`src/rtl/display_entry_ctrl.sv`:
```
// Digit-entry controller: debounced cursor/backspace buttons, keypad writes into a blank-able slot buffer, multiplexed display scan.
// Latency: buffer/cursor update on the edge after a press or key strobe; display and led outputs follow one cycle later. No backpressure.
module display_entry_ctrl #(
   parameter int NUM_DIGITS      = 4,
   parameter int SCAN_DIV        = 262144,
   parameter int DEBOUNCE_CYCLES = 1000000
) (
   input  logic                            clock,
   input  logic                            reset_n,
   input  logic                            btnR,
   input  logic                            btnL,
   input  logic                            key_valid,
   input  logic [3:0]                      key_val,
   output logic [NUM_DIGITS-1:0]           anode,
   output logic [3:0]                      hex_out,
   output logic [NUM_DIGITS-1:0]           led,
   output logic [$clog2(NUM_DIGITS)-1:0]   cursor,
   output logic                            entry_done,
   output logic [4*NUM_DIGITS-1:0]         entry_value
);

   localparam int CUR_W  = $clog2(NUM_DIGITS);
   localparam int SCAN_W = $clog2(SCAN_DIV);
   localparam int DB_W   = $clog2(DEBOUNCE_CYCLES);
   localparam logic [CUR_W-1:0]  LAST      = CUR_W'(NUM_DIGITS - 1);
   localparam logic [SCAN_W-1:0] SCAN_LAST = SCAN_W'(SCAN_DIV - 1);
   localparam logic [DB_W-1:0]   DB_LAST   = DB_W'(DEBOUNCE_CYCLES - 1);
   localparam logic [3:0]        BLANK     = 4'hF;

   // Button index 0 is btnR, index 1 is btnL.
   logic [1:0]      sync1_q, sync1_d;
   logic [1:0]      sync2_q, sync2_d;
   logic [1:0]      lvl_q, lvl_d;
   logic [DB_W-1:0] db_cnt_q [2];
   logic [DB_W-1:0] db_cnt_d [2];
   logic [1:0]      press;

   logic [4*NUM_DIGITS-1:0] buf_q, buf_d;
   logic [CUR_W-1:0]        cur_q, cur_d;
   logic                    done_q, done_d;
   logic [4*NUM_DIGITS-1:0] value_q, value_d;
   logic                    full;

   logic [SCAN_W-1:0]       scan_cnt_q, scan_cnt_d;
   logic [CUR_W-1:0]        idx_q, idx_d;
   logic [NUM_DIGITS-1:0]   anode_q, anode_d;
   logic [3:0]              hex_q, hex_d;
   logic [NUM_DIGITS-1:0]   led_q, led_d;
   logic [3:0]              scan_slot;

   // A level is accepted on the DEBOUNCE_CYCLES-th consecutive differing sample.
   always_comb begin
      sync1_d = {btnL, btnR};
      sync2_d = sync1_q;
      lvl_d   = lvl_q;
      press   = 2'b00;
      for (int b = 0; b < 2; b++) begin
         db_cnt_d[b] = '0;
         if (sync2_q[b] != lvl_q[b]) begin
            if (db_cnt_q[b] == DB_LAST) begin
               lvl_d[b] = sync2_q[b];
               press[b] = sync2_q[b];
            end else begin
               db_cnt_d[b] = db_cnt_q[b] + DB_W'(1);
            end
         end
      end
   end

   always_comb begin
      buf_d   = buf_q;
      cur_d   = cur_q;
      done_d  = 1'b0;
      value_d = value_q;
      full    = 1'b1;
      if (press[1]) begin
         if (buf_q[4*int'(cur_q) +: 4] != BLANK) begin
            buf_d[4*int'(cur_q) +: 4] = BLANK;
         end else if (cur_q != '0) begin
            cur_d = cur_q - CUR_W'(1);
            buf_d[4*int'(cur_d) +: 4] = BLANK;
         end
      end else begin
         if (key_valid && (key_val <= 4'h9 || key_val == BLANK)) begin
            buf_d[4*int'(cur_q) +: 4] = key_val;
         end
         // Commit sees the buffer including a same-cycle key write.
         for (int k = 0; k < NUM_DIGITS; k++) begin
            if (buf_d[4*k +: 4] == BLANK) full = 1'b0;
         end
         if (press[0]) begin
            if (cur_q != LAST) begin
               cur_d = cur_q + CUR_W'(1);
            end else if (full) begin
               done_d  = 1'b1;
               value_d = buf_d;
               buf_d   = {NUM_DIGITS{BLANK}};
               cur_d   = '0;
            end
         end
      end
   end

   always_comb begin
      scan_cnt_d = scan_cnt_q + SCAN_W'(1);
      idx_d      = idx_q;
      if (scan_cnt_q == SCAN_LAST) begin
         scan_cnt_d = '0;
         idx_d      = (idx_q == LAST) ? '0 : idx_q + CUR_W'(1);
      end
      scan_slot = buf_q[4*int'(idx_q) +: 4];
      anode_d   = '1;
      hex_d     = BLANK;
      if (scan_slot != BLANK) begin
         anode_d[NUM_DIGITS-1-int'(idx_q)] = 1'b0;
         hex_d = scan_slot;
      end
      for (int k = 0; k < NUM_DIGITS; k++) begin
         led_d[k] = (buf_q[4*k +: 4] != BLANK);
      end
   end

   always_ff @(posedge clock or negedge reset_n) begin
      if (!reset_n) begin
         sync1_q     <= '0;
         sync2_q     <= '0;
         lvl_q       <= '0;
         db_cnt_q[0] <= '0;
         db_cnt_q[1] <= '0;
         buf_q       <= {NUM_DIGITS{BLANK}};
         cur_q       <= '0;
         done_q      <= 1'b0;
         value_q     <= '0;
         scan_cnt_q  <= '0;
         idx_q       <= '0;
         anode_q     <= '1;
         hex_q       <= BLANK;
         led_q       <= '0;
      end else begin
         sync1_q     <= sync1_d;
         sync2_q     <= sync2_d;
         lvl_q       <= lvl_d;
         db_cnt_q[0] <= db_cnt_d[0];
         db_cnt_q[1] <= db_cnt_d[1];
         buf_q       <= buf_d;
         cur_q       <= cur_d;
         done_q      <= done_d;
         value_q     <= value_d;
         scan_cnt_q  <= scan_cnt_d;
         idx_q       <= idx_d;
         anode_q     <= anode_d;
         hex_q       <= hex_d;
         led_q       <= led_d;
      end
   end

   assign anode       = anode_q;
   assign hex_out     = hex_q;
   assign led         = led_q;
   assign cursor      = cur_q;
   assign entry_done  = done_q;
   assign entry_value = value_q;

endmodule

```
`config.mk`:
```
export PLATFORM = sky130hd
export DESIGN_NAME = display_entry_ctrl
export DESIGN_NICKNAME = d
export VERILOG_FILES = /design/src/rtl/display_entry_ctrl.sv
export SDC_FILE = /design/constraint.sdc
export NUM_CORES = 1
export LEC_CHECK = 0
export CORE_MARGIN = 1
export CORE_UTILIZATION = 45
export CTS_CLUSTER_SIZE = 8
export DETAILED_ROUTE_END_ITERATION = 12
export GPL_TIMING_DRIVEN = 0
export HOLD_SLACK_MARGIN = 0.02
export PLACE_DENSITY = 0.66
export SLEW_MARGIN = 20
export SYNTH_ARGS = -nofsm -noshare
export SYNTH_HDL_FRONTEND = slang
export SYNTH_SLANG_ARGS = --single-unit
```
`constraint.sdc`:
```
create_clock -name clock -period 2.6 [get_ports clock]
set_input_delay 0.52 -clock clock [delete_from_list [all_inputs] [get_ports clock]]
set_output_delay 0.52 -clock clock [all_outputs]
set_load 0.1 [all_outputs]
```
==> load_flow_metrics.sql <==
INSERT INTO impl_metrics (metric_group, metric, value, unit) VALUES
('layout', 'fillers', '961', ''),
('die', 'die_width', '114', 'um'),
('layout', 'final_core_utilization', '0.593', ''),
('clock_tree', 'clockRootBuffer', 'clkbuf_16', ''),
('yosys', 'synth-seq-cells', '113', ''),
('die', 'floorplan.initialDensity', '0.465', ''),
('timing', 'hold_viol_final', '0', ''),
('global_route', 'grt_pass1_vias', '4067', ''),
('drt', 'drtIter0Drc', '191', ''),
('clock_tree', 'cts_hold_buf', '0', ''),
('yosys', 'yosys.area.top_type', 'dfrtp_1', ''),
('yosys', 'synth_flop_cell', 'dfrtp_1', ''),
('critical_path', 'worstSetupPathType', 'flip-flop to output port', ''),
('layout', 'final_cell_mix', 'dfrtp_1, nor2_1, nand2_1', ''),
('layout', 'synthToLayoutAreaGrowth', '27.6', '%'),
('drt', 'post_drt_via_cell_ratio', '5.36', ''),
('clock_tree', 'tritoncts', 'done', ''),
('drt', 'drtPass1Iterations', '4', ''),
('drt', 'wl_per_cell', '16.3', 'um'),
('yosys', 'synth_enable_flop_cells', '0', ''),
('global_route', 'grt.total_usage', '0.207', ''),
('die', 'num_io_pins', '40', ''),
('drt', 'drc_errors', '0', ''),
('yosys', 'mapped_area', '5610', 'um2'),
('yosys', 'syn_area_per_cell', '11.3', 'um2'),
('global_route', 'grt.met3_usage', '0.0648', ''),
('layout', 'nets', '586', ''),
('critical_path', 'timing.reg2reg.setup_slack', '0.08', 'ns'),
('placement', 'port_buffers', '38', ''),
('layout', 'most_common_cell_after_layout_fill_and_taps_aside', 'dfrtp_1', ''),
('yosys', 'async_flop_share', '1.00', ''),
('timing', 'period_share', '0.985', ''),
('status', 'run_status', 'completed', ''),
('clock_tree', 'insertion_delay', '0.41', 'ns'),
('global_route', 'groute.layer.met1.usage', '0.267', ''),
('power_and_ir_drop', 'power.switching_fraction', '0.200', ''),
('critical_path', 'setup.worst_path.start_class', 'flip-flop', ''),
('timing', 'maxClockFrequency', '0.391', 'GHz'),
('placement', 'routabilityCongestion', '0.806', ''),
('timing', 'final.setup.worst_slack', '0.0401', 'ns'),
('critical_path', 'critical_path.endpoint_type', 'output port', ''),
('power_and_ir_drop', 'internal_power', '3.67', 'mW'),
('drt', 'detailroute.via_count', '3993', ''),
('clock_tree', 'clk_pin_slew_worst_paths', '0.06', 'ns'),
('global_route', 'groute.layer.met2.usage', '0.323', ''),
('die', 'die-area', '12900', 'um2'),
('power_and_ir_drop', 'power.ir.vdd_worst', '0.000491', 'V'),
('clock_tree', 'ctsHtreeMaxLevel', '4', ''),
('die', 'die_height', '114', 'um'),
('yosys', 'synth_sequential_area_ratio', '0.509', ''),
('layout', 'design_area', '7160', 'um2'),
('power_and_ir_drop', 'comb_power_share', '0.035', ''),
('min_path', 'min_path_type', 'input pin to async pin', ''),
('timing', 'max_slew_margin_vs_limit', '0.347', ''),
('global_route', 'initial_antenna_violation_count', '0', ''),
('placement', 'detailed_place_hpwl', '8360', 'um'),
('power_and_ir_drop', 'p_leak', '3.09', 'nW'),
('yosys', 'synthDistinctLibCells', '51', ''),
('critical_path', 'critical_path.slowest_cell', 'clkdlybuf4s50_1', ''),
('critical_path', 'timing.critical_path.buf_inv', '1', ''),
('timing', 'fin_crit', '2.56', 'ns'),
('power_and_ir_drop', 'pwr-share-clk', '0.570', ''),
('drt', 'number_of_nets_still_failing_antenna_checks_after_routing', '0', ''),
('layout', 'antenna_diode_count', '0', ''),
('layout', 'layout-drive-gt1-share', '0.243', ''),
('timing', 'final_hold_slack', '0.0934', 'ns'),
('timing', 'final-max-slew-violation-count', '0', ''),
('critical_path', 'timing.critical_path.fanout_max', '1', ''),
('critical_path', 'ff2ff_path_depth', '8', ''),
('yosys', 'warning_count_from_the_yosys_run', '0', ''),
('critical_path', 'crit_path_max_incr_delay', '1.12', 'ns');
layer usage:
layer / wire length [um] / vias up
li1: - / 1903
met1: 5500 / 1999
met2: 5920 / 77
met3: 500 / 14
met4: 246 / 0
met5: 0 / -
state kept, by name (all words and copies together), names as in the netlist:
signal	flops
cursor	2
hex_out	4
scan_cnt_q	18
entry_value	16
sync2_q	2
db_cnt_q	40
led	4
sync1_q	2
buf_q	16
lvl_q	2
anode	4
idx_q	2
entry_done	1
cells in the mapped netlist (all sizes together), types with 8 or more instances:
| master | instances |
|---|---|
| xor2 | 31 |
| dfstp | 24 |
| and2 | 20 |
| nor3 | 8 |
| dfrtp | 89 |
| inv | 10 |
| and3 | 18 |
| nor2 | 58 |
| nand3 | 21 |
| ha | 13 |
| xnor2 | 19 |
| nand2 | 41 |
| nand4 | 15 |
| mux2 | 33 |
| o32a | 15 |
through the flow:
stage / setup TNS (ns) / std cells
floorplan: 0 / 495
global placement: -355.09 / 701
detailed placement: -25.90 / 702
CTS: 0 / 742
global route: -0.00552 / 745
finish: 0 / 745
power by group through the flow:
stage               clock network, mW  registers, mW  logic [mW]
floorplan                           0           1.85      0.0692
global placement                    0           1.84       0.153
global route                     2.75           1.81       0.180
detailed placement                  0           1.84       0.161
CTS                              2.67           1.81       0.165
finish                           2.62           1.81       0.162
how the worst max path moves through the flow:
stage                           from              end  slack, ns  depth (start not counted)
after floorplan            cursor[0]  entry_value[10]      0.005                         10
after global placement       reset_n        cursor[0]      -3.97                          1
after detailed placement  key_val[1]  entry_value[14]      -0.83                          9
after CTS                   anode[2]         anode[2]      0.002                          1
after global routing      key_val[2]   entry_value[8]     -0.005                         10
final                       anode[1]         anode[1]       0.04                          1
logic make-up (layout without fill, tap and decap cells):
family          count (synthesis)  count (layout)  synth area share
compound gates                 51              51            0.0830
xor+xnor                       50              50            0.0781
fa+ha+maj                      13              13            0.0290
buf+inv                        23             105            0.0216
flops                         113             113             0.509
mux                            39              39            0.0948
simple gates                  206             206             0.184
timing repair:
action | 4_1_cts | 5_1_grt
pin swaps | 7 | 6
cloned | 0 | 0
resized for setup | 15 | 19
endpoints found under the setup margin | 37 | 38
setup buffers | 8 | 4
cell type report:
cell class                 instances  area [um2]  share of cell area
buffer                            12        83.8              0.0117
clock buffer                      23         498              0.0696
clock inverter                     9         175              0.0245
inverter                          10        46.3             0.00647
multi-input combinational        359        2750               0.384
sequential                       113        2870               0.400
tap                              168         210              0.0294
timing repair buffer              51         531              0.0741
Note: power is estimated with default switching activity, not from simulation.
